===== config.mk =====
export PLATFORM = sky130hd
export DESIGN_NAME = paddle_timing_decoder
export DESIGN_NICKNAME = d
export VERILOG_FILES = /design/src/rtl/ay38500_pkg.sv /design/src/rtl/pad_sync_filter.sv /design/src/rtl/paddle_timing_decoder.sv
export SDC_FILE = /design/constraint.sdc
export NUM_CORES = 1
export LEC_CHECK = 0
export ABC_AREA = 1
export CAP_MARGIN = 10
export CORE_MARGIN = 2
export CORE_UTILIZATION = 56
export CTS_BUF_LIST = sky130_fd_sc_hd__clkbuf_4
export DETAILED_ROUTE_END_ITERATION = 6
export GPL_TIMING_DRIVEN = 0
export HOLD_SLACK_MARGIN = 0.06
export PLACE_DENSITY_LB_ADDON = 0.25
export SETUP_SLACK_MARGIN = 0.4
export SLEW_MARGIN = 20
export SYNTH_ARGS = -nofsm -noshare
export SYNTH_HDL_FRONTEND = slang
export SYNTH_HIERARCHICAL = 1
export SYNTH_SLANG_ARGS = --single-unit

===== constraint.sdc =====
create_clock -name clk_sys -period 3.8 [get_ports clk_sys]
set_input_delay 1.14 -clock clk_sys [delete_from_list [all_inputs] [get_ports clk_sys]]
set_output_delay 1.14 -clock clk_sys [all_outputs]
set_load 0.02 [all_outputs]

===== src/rtl/ay38500_pkg.sv =====
// Shared types and helpers for the paddle timing decoder: FSM state encoding,
// default position constants and the publish-value arithmetic.
package ay38500_pkg;

    typedef enum logic [1:0] {
        PAD_IDLE,
        PAD_DISCHARGE,
        PAD_MEASURE,
        PAD_DONE
    } pad_state_t;

    localparam logic [7:0] PAD_CENTER_POS  = 8'd128;
    localparam logic [7:0] PAD_TIMEOUT_POS = 8'd255;

    // Line count minus the calibration offset, floored at 0 and capped at 255.
    function automatic logic [7:0] padRaw(input logic [8:0] count, input logic [8:0] offset);
        logic [8:0] diff;
        diff = (count > offset) ? (count - offset) : 9'd0;
        return (diff > 9'd255) ? 8'd255 : diff[7:0];
    endfunction

    // 3:1 IIR with rounding; the worst case 3*255+255+2 still fits in 10 bits.
    function automatic logic [7:0] padSmooth(input logic [7:0] prev, input logic [7:0] raw);
        logic [9:0] acc;
        acc = 10'(prev) * 10'd3 + 10'(raw) + 10'd2;
        return acc[9:2];
    endfunction

endpackage


===== src/rtl/pad_sync_filter.sv =====
// Two-flop synchronizer for the asynchronous paddle comparator followed by a
// run-length glitch filter: q rises after FILTER_CLKS consecutive high samples.
module pad_sync_filter #(
    parameter int FILTER_CLKS = 4
) (
    input  logic clk_sys,
    input  logic reset,
    input  logic pad_in,
    output logic q
);

    localparam int            CW      = $clog2(FILTER_CLKS + 1);
    localparam logic [CW-1:0] RUN_MAX = CW'(FILTER_CLKS);

    logic          sync1_q;
    logic          sync2_q;
    logic [CW-1:0] run_q;

    // A single low sample after synchronization throws away the whole run.
    always_ff @(posedge clk_sys or negedge reset) begin
        if (!reset) begin
            sync1_q <= 1'b0;
            sync2_q <= 1'b0;
            run_q   <= '0;
        end else begin
            sync1_q <= pad_in;
            sync2_q <= sync1_q;
            if (!sync2_q) begin
                run_q <= '0;
            end else if (run_q != RUN_MAX) begin
                run_q <= run_q + CW'(1);
            end
        end
    end

    assign q = (run_q == RUN_MAX);

endmodule


===== src/rtl/paddle_timing_decoder.sv =====
// Measures the delay, in HSYNC lines after the discharge window, until the
// paddle RC crosses threshold and turns it into an 8-bit position per frame.
module paddle_timing_decoder
    import ay38500_pkg::*;
#(
    parameter int DISCHARGE_LINES = 8,
    parameter int LINE_OFFSET     = 16,
    parameter int MAX_LINES       = 300,
    parameter int FILTER_CLKS     = 4,
    parameter int SMOOTH          = 1
) (
    input  logic       clk_sys,
    input  logic       reset,
    input  logic       hs,
    input  logic       vs,
    input  logic       pad_in,
    output logic       discharge,
    output logic [7:0] position,
    output logic       pos_valid,
    output logic       timeout
);

    localparam logic [8:0] DISCH_END = 9'(DISCHARGE_LINES);
    localparam logic [8:0] OFFSET9   = 9'(LINE_OFFSET);
    localparam logic [8:0] MAX9      = 9'(MAX_LINES);

    pad_state_t state_q;
    logic [8:0] lineCnt_q;
    logic [7:0] position_q;
    logic       posValid_q;
    logic       timeout_q;
    logic       discharge_q;
    logic       hs_q;
    logic       vs_q;

    logic       padQual;
    logic       hsRise;
    logic       vsRise;
    logic [8:0] lineCntInc;
    logic [7:0] rawPos;
    logic [7:0] capturePos_d;

    pad_sync_filter #(
        .FILTER_CLKS(FILTER_CLKS)
    ) u_filter (
        .clk_sys(clk_sys),
        .reset  (reset),
        .pad_in (pad_in),
        .q      (padQual)
    );

    assign hsRise       = hs & ~hs_q;
    assign vsRise       = vs & ~vs_q;
    assign lineCntInc   = (lineCnt_q == 9'd511) ? lineCnt_q : (lineCnt_q + 9'd1);
    assign rawPos       = padRaw(lineCnt_q, OFFSET9);
    assign capturePos_d = (SMOOTH != 0) ? padSmooth(position_q, rawPos) : rawPos;

    // vs is tested before everything else, so a coincident hs edge is never counted.
    always_ff @(posedge clk_sys or negedge reset) begin
        if (!reset) begin
            state_q     <= PAD_IDLE;
            lineCnt_q   <= '0;
            position_q  <= PAD_CENTER_POS;
            posValid_q  <= 1'b0;
            timeout_q   <= 1'b0;
            discharge_q <= 1'b0;
            hs_q        <= 1'b0;
            vs_q        <= 1'b0;
        end else begin
            hs_q       <= hs;
            vs_q       <= vs;
            posValid_q <= 1'b0;
            unique case (state_q)
                PAD_IDLE: begin
                    if (vsRise) begin
                        state_q     <= PAD_DISCHARGE;
                        lineCnt_q   <= '0;
                        discharge_q <= 1'b1;
                    end
                end
                PAD_DISCHARGE: begin
                    if (vsRise) begin
                        lineCnt_q <= '0;
                    end else if (hsRise) begin
                        if (lineCntInc >= DISCH_END) begin
                            state_q     <= PAD_MEASURE;
                            lineCnt_q   <= '0;
                            discharge_q <= 1'b0;
                        end else begin
                            lineCnt_q <= lineCntInc;
                        end
                    end
                end
                PAD_MEASURE: begin
                    // Capture takes priority over hs so a coincident edge sees the old count.
                    if (vsRise) begin
                        position_q  <= PAD_TIMEOUT_POS;
                        timeout_q   <= 1'b1;
                        posValid_q  <= 1'b1;
                        state_q     <= PAD_DISCHARGE;
                        lineCnt_q   <= '0;
                        discharge_q <= 1'b1;
                    end else if (padQual) begin
                        position_q <= capturePos_d;
                        timeout_q  <= 1'b0;
                        posValid_q <= 1'b1;
                        state_q    <= PAD_DONE;
                    end else if (lineCnt_q >= MAX9) begin
                        position_q <= PAD_TIMEOUT_POS;
                        timeout_q  <= 1'b1;
                        posValid_q <= 1'b1;
                        state_q    <= PAD_DONE;
                    end else if (hsRise) begin
                        lineCnt_q <= lineCntInc;
                    end
                end
                PAD_DONE: begin
                    if (vsRise) begin
                        state_q     <= PAD_DISCHARGE;
                        lineCnt_q   <= '0;
                        discharge_q <= 1'b1;
                    end
                end
                default: state_q <= PAD_IDLE;
            endcase
        end
    end

    assign discharge = discharge_q;
    assign position  = position_q;
    assign pos_valid = posValid_q;
    assign timeout   = timeout_q;

endmodule


### Word-level counts from Yosys, hierarchy flattened

Cells that the tools add are included.

* register bits after elaboration: 29
* latch bits: 0
* memory bits (writable): 0
* memory bits (read-only): 0
* memories kept: 0

* add/subtract/negate cells: 5
* $mul: 1
* div/mod/pow operators: 0
* magnitude comparators: 4
* equality and inequality tests: 17
* shift-type cells: 0
* muxes and demuxes: 37
* bitwise operators: 4
* reductions and logical operators: 8

Operators by type and width (number)
* 2-to-1 mux 9 bit: 10
* 2-to-1 mux 8 bit: 4
* one-hot mux 9 bit (3 select lines): 1
* inequality test 3 bit (second input constant): 5
* 2-to-1 mux 2 bit: 7
* 2-to-1 mux 1 bit: 11
* adder 10 x 2 -> 10 bit (second input constant): 1
* adder 10 x 8 -> 10 bit: 1
* multiplier 8 x 2 -> 10 bit (second input constant): 1
* AND reduction 5 bit: 2
* adder 9 x 1 -> 9 bit (second input constant): 1
* equality test 9 bit (second input constant): 1
* greater-or-equal comparator 9 x 4 -> 1 bit (second input constant): 1
* greater-or-equal comparator 9 bit (second input constant): 1
* > comparator 9 x 5 -> 1 bit (second input constant): 1
* > comparator 9 x 8 -> 1 bit (second input constant): 1
* subtractor 9 x 5 -> 9 bit (second input constant): 1
* inequality test 2 bit (second input constant): 4
* 2-to-1 mux 3 bit: 2
* one-hot mux 2 bit (3 select lines): 1
* equality test 2 bit (second input constant): 2
* inequality test 2 x 1 -> 1 bit (second input constant): 2
* inequality test 4 bit (second input constant): 1
* AND reduction 4 bit: 1
* other kinds (11): 13

### Logic depth before layout (Yosys ltp)

* depth after elaboration: 8
* depth in mapped cells: 18
* mapped depth without buffers: 18

### By module

The synthesis kept the hierarchy.

By module, submodules not included
* paddle_timing_decoder: times used 1, cells an instance 282, area an instance 2118.3 um2
* pad_sync_filter: times used 1, cells an instance 21, area an instance 214.0 um2

### Worst setup path before layout

Ideal clock, no wire load.

* path type: flip-flop to flip-flop
* from: register lineCnt_q[5]
* to: register position_q[6] (netlist: position[6])
* arrival: 2.651 ns
* setup slack: 1.031 ns
* cell stages (with the launch flop): 16
* path buffers: 0
* clock period less this slack: 2.769 ns
* cell sequence: dfrtp_1 -> inv_2 -> ha_1 -> nand2_1 -> nand2_1 -> nand2_2 -> inv_1 -> a21oi_1 -> fa_1 -> ha_1 -> a21oi_1 -> nor2_1 -> a211oi_1 -> a21oi_1 -> nor2_1 -> nor2_1

* cells in the longest elaborated chain, start to end: 8
* elaborated cells between the ends (all ways): 12
* those cells by class: add/sub (3); order compare (3); mux (4); reduce/logical (2)

Ends and longest elaborated chain
* start: declaration: RTL line paddle_timing_decoder.sv:28 `logic [8:0] lineCnt_q;`
* start signal: assignment: RTL line paddle_timing_decoder.sv:90 `lineCnt_q <= lineCntInc;`
* start signal: assignment: RTL line paddle_timing_decoder.sv:114 `lineCnt_q <= lineCntInc;`
* subtractor 9 x 5 -> 9 bit / > comparator 9 x 5 -> 1 bit (equally long branches): RTL line ay38500_pkg.sv:18 `diff = (count > offset) ? (count - offset) : 9'd0;`
* 2-to-1 mux 9 bit: RTL line ay38500_pkg.sv:18
* > comparator 9 x 8 -> 1 bit: RTL line ay38500_pkg.sv:19 `return (diff > 9'd255) ? 8'd255 : diff[7:0];`
* 2-to-1 mux 8 bit: RTL line ay38500_pkg.sv:19
* adder 10 x 8 -> 10 bit: RTL line ay38500_pkg.sv:25 `acc = 10'(prev) * 10'd3 + 10'(raw) + 10'd2;`
* adder 10 x 2 -> 10 bit: RTL line ay38500_pkg.sv:25
* 2-to-1 mux 8 bit: RTL line paddle_timing_decoder.sv:103 `end else if (padQual) begin`
* 2-to-1 mux 8 bit: RTL line paddle_timing_decoder.sv:96 `if (vsRise) begin`
* end signal: assignment: RTL line paddle_timing_decoder.sv:104 `position_q <= capturePos_d;`
* end: declaration: RTL line paddle_timing_decoder.sv:29 `logic [7:0] position_q;`

Several ways; a longest one is shown, not always the timed one.
A chain may end at the register's enable or synchronous reset.

### Worst setup path in the final report

* from: register lineCnt_q[4]
* to: register position_q[2] (netlist: position[2])

The elaborated chain is that of the path after synthesis.

==> results.md <==
* Final Core Density at between 60% and 70%
* Share of the yosys chip area belonging to registers at a little under a third
* Crit path launch: lineCnt_q[4]
* Final setup violation count at 0
* Crit path max fanout at 7
* 1st-pass router iterations at 4
* Ys Warns at 6
* # IOs at 16
* Most used DFF post-synth: dfrtp_1
* Sequential cell area at 728 µm²
* Fin crit period at between 3 and 4 ns
* Critical path startpoint category: register
* Worst setup path end: position[2]
* Post-Syn Nets at 333
* Min Hold Slack at between 0.3 and 0.4 ns
* Placer Congestion at about 0.9
* # rows at 23
* Max-Cap Viols at 0
* Clock buffer depth at 2
* Vias in the first global route at between 1500 and 2000
* Reg2reg start: lineCnt_q[4]
* Most frequent CP cell: a21oi_1
* FF-to-FF setup slack at 0.70 ns
* DP HPWL at between 3 and 4 mm
* Layout net count at roughly 360
* Slew margin rel. at 55.6%
* Die width at about 69 µm
* Least-Margin Pin Slew at about 0.67 ns
* Ys async rst share at between 90% and 100%
* Stages on the worst setup path at 14
* Setup Total Neg Slack at 0 ns
* XOR/XNOR Fraction of Synth Area at 2.58%
* Initial antenna violation count at 0
* DIE AREA at approximately 4700 µm²
* Worst hold path type: reg -> reg
* Crit path buffers/inverters at 3
* Critical path's slowest cell: dfrtp_1
* Mapped Cells at 303
* Top Family by Delay on Critical Path: adder cells
* Post-synthesis mux area share at 0%
* Total Power at about 2.1 mW
* Compound-Gate Fraction of Synth Area at ~12%
* Crit path DAT at about 3.3 ns
* Crit path largest cell delay at around 0.46 ns
* P per Cell Area at ~820 nW/µm²
* WL per Instance at around 12 µm
* Core box area at around 4000 µm²
* RSZ-0062 raised after global routing: false
* Post-synth EDFFs at 0
* R2R depth at 14
* Post-Layout Cell Count at around 380
* TritonCTS clock tree: yes
* Fin. Hold Viols at 0
* Initial Utilization at just under 60%
* Antenna diode count at 0
* Share of the synthesized area in the top cell type at approximately 30%
* Crit share post-route at between 80% and 90%
* Status: completed
* Post-synthesis cell area at about 2300 µm²
* Post-Synth Adder-Cell Area at about 15%
* Ratio of cells with drive above 1 in the final layout at between 10% and 20%
* Fin. max-slew vios at 0
* CP required at ~4 ns
* Worst-Skew Late Latency at about 0.33 ns
* First-pass GRT wire length at 8.21 mm
* Syn-to-layout area delta at 11.1%
* Largest net degree at the start of global routing at 30
* Clock sink count at 29
* Routed Antenna Nets at 0
* Die height at 68.5 µm
* Synth Register Bits at 29
* Endpoint class of the critical path: register
* Htree depth at 2
* RR Endpoint: position[2]
* Static leakage at ~1.3 nW
* CP Class: reg -> reg
* FILL cells at ~350
* Clock skew at 0.0121 ns
* Placed insts at roughly 370
* Max Freq at between 300 and 400 MHz
* Clock transition at the registers of the reported paths at 0.09 ns
* Post-CTS setup buffer count at 0
* Via density at ~5.3
* Via count at approximately 2000
* Post-synthesis simple-gate area fraction at 31.3%
* Port buffer count at 15
* CTS buffer count at 5
* Final wirelength at between 4 and 5 mm
* Worst path cell trace: inv_2 -> ha_1 -> nand2_1 -> nand2_1 -> nand2_2 -> inv_1 -> a21oi_1 -> fa_1 -> ha_1 -> a21oi_1 -> inv_1 -> a21oi_1 -> nor2_1 -> o22a_1
* Total track usage at approximately a quarter
* Multi-input gate area at around 1400 µm²
* Dominant cells by area after synthesis: dfrtp_1, nand2_1, ha_1
* Yosys cell types at 35
* GRT overflow at 0
* CTS root buf: clkbuf_4
* DRC at 0
* Synth area leader: dfrtp_1
* Detailed Route Iter0 Violations at 96
* Mean area per synthesized cell at 7.70 µm²
* Largest family of logic cells by synthesized area: simple AND/OR/NAND/NOR gates
* VDD IR-drop max at around 0.7 mV
## repair_timing
action,in CTS,in global routing
endpoints found under the setup margin,0,1
resized for setup,0,1
hold buffers,0,0
## per-stage QoR
| step | worst slack (ns) | area (µm²) |
|---|---|---|
| 2_1_floorplan | 1.03 | 2330 |
| 3_3_place_gp | 0.700 | 2540 |
| 3_5_place_dp | 0.684 | 2540 |
| 4_1_cts | 0.681 | 2590 |
| 5_1_grt | 0.429 | 2590 |
| 6_report | 0.703 | 2590 |
## worst min path at each step
stage,from,end,slack [ns],cells after the start
floorplan,u_filter/sync1_q,u_filter/sync2_q,0.33,0
global placement,u_filter/sync1_q,u_filter/sync2_q,0.34,0
detailed placement,u_filter/sync1_q,u_filter/sync2_q,0.36,0
CTS,u_filter/sync1_q,u_filter/sync2_q,0.39,0
global route,u_filter/sync1_q,u_filter/sync2_q,0.39,0
finish,u_filter/sync1_q,u_filter/sync2_q,0.38,0
## power by group
part,internal (mW),switching (mW)
logic,0.565,0.913
registers,0.392,0.0902
clock network,0.0667,0.108
## layer usage
layer | part of all wire, % | GRT usage (%) | vias up
met2 | 46 | 38.3 | 36
met1 | 48 | 31.1 | 926
met3 | 4.0 | 5.19 | 10
met4 | 1.4 | 8.75 | 0
met5 | 0 | 0 | -
li1 | - | - | 1020
## final cells by class
cell class,count,share of cell area [%]
inverters,50,7.29
clock buffers,5,1.45
repair buffers,15,5.60
flip-flops and latches,29,28.1
clock inverters,3,0.483
well taps,50,2.41
multi-input cells,224,54.7
## cells by family after synthesis
family                   after synthesis
AO/OA/AOI/OAI                         46
XOR/XNOR                               6
adder cells (fa/ha/maj)               25
buffers and inverters                 50
flip-flops                            29
AND/OR/NAND/NOR                      147
## cells in the mapped netlist (4+ instances only)
cell type and n:
xor2_1 4, dfrtp_1 28, nand3_1 17, a21oi_1 19, nor2_1 33, nand2_2 9, inv_1 41, nand2_4 5
inv_2 6, o21ai_0 5, ha_1 19, fa_1 6, nand2_1 64, nand4_1 5, o21ai_1 7
## flip-flops by register name (all words and copies together) (netlist names)
register / flops
lineCnt_q: 9
position: 8
u_filter/run_q: 3
state_q: 2
discharge: 1
hs_q: 1
pos_valid: 1
timeout: 1
u_filter/sync1_q: 1
u_filter/sync2_q: 1
vs_q: 1
## cells in the final DEF (no fill, tap or decap), types with 6 or more instances in the layout
master / Yosys / layout
dfrtp_1: 28 / 27
inv_1: 41 / 41
fa_1: 6 / 6
inv_2: 6 / 6
a21oi_1: 19 / 19
ha_1: 19 / 19
clkdlybuf4s50_1: 0 / 14
nand3_1: 17 / 17
nor2_1: 33 / 33
o21ai_1: 7 / 7
nand2_2: 9 / 9
nand2_1: 64 / 64
(Power assumes the default switching activity.)
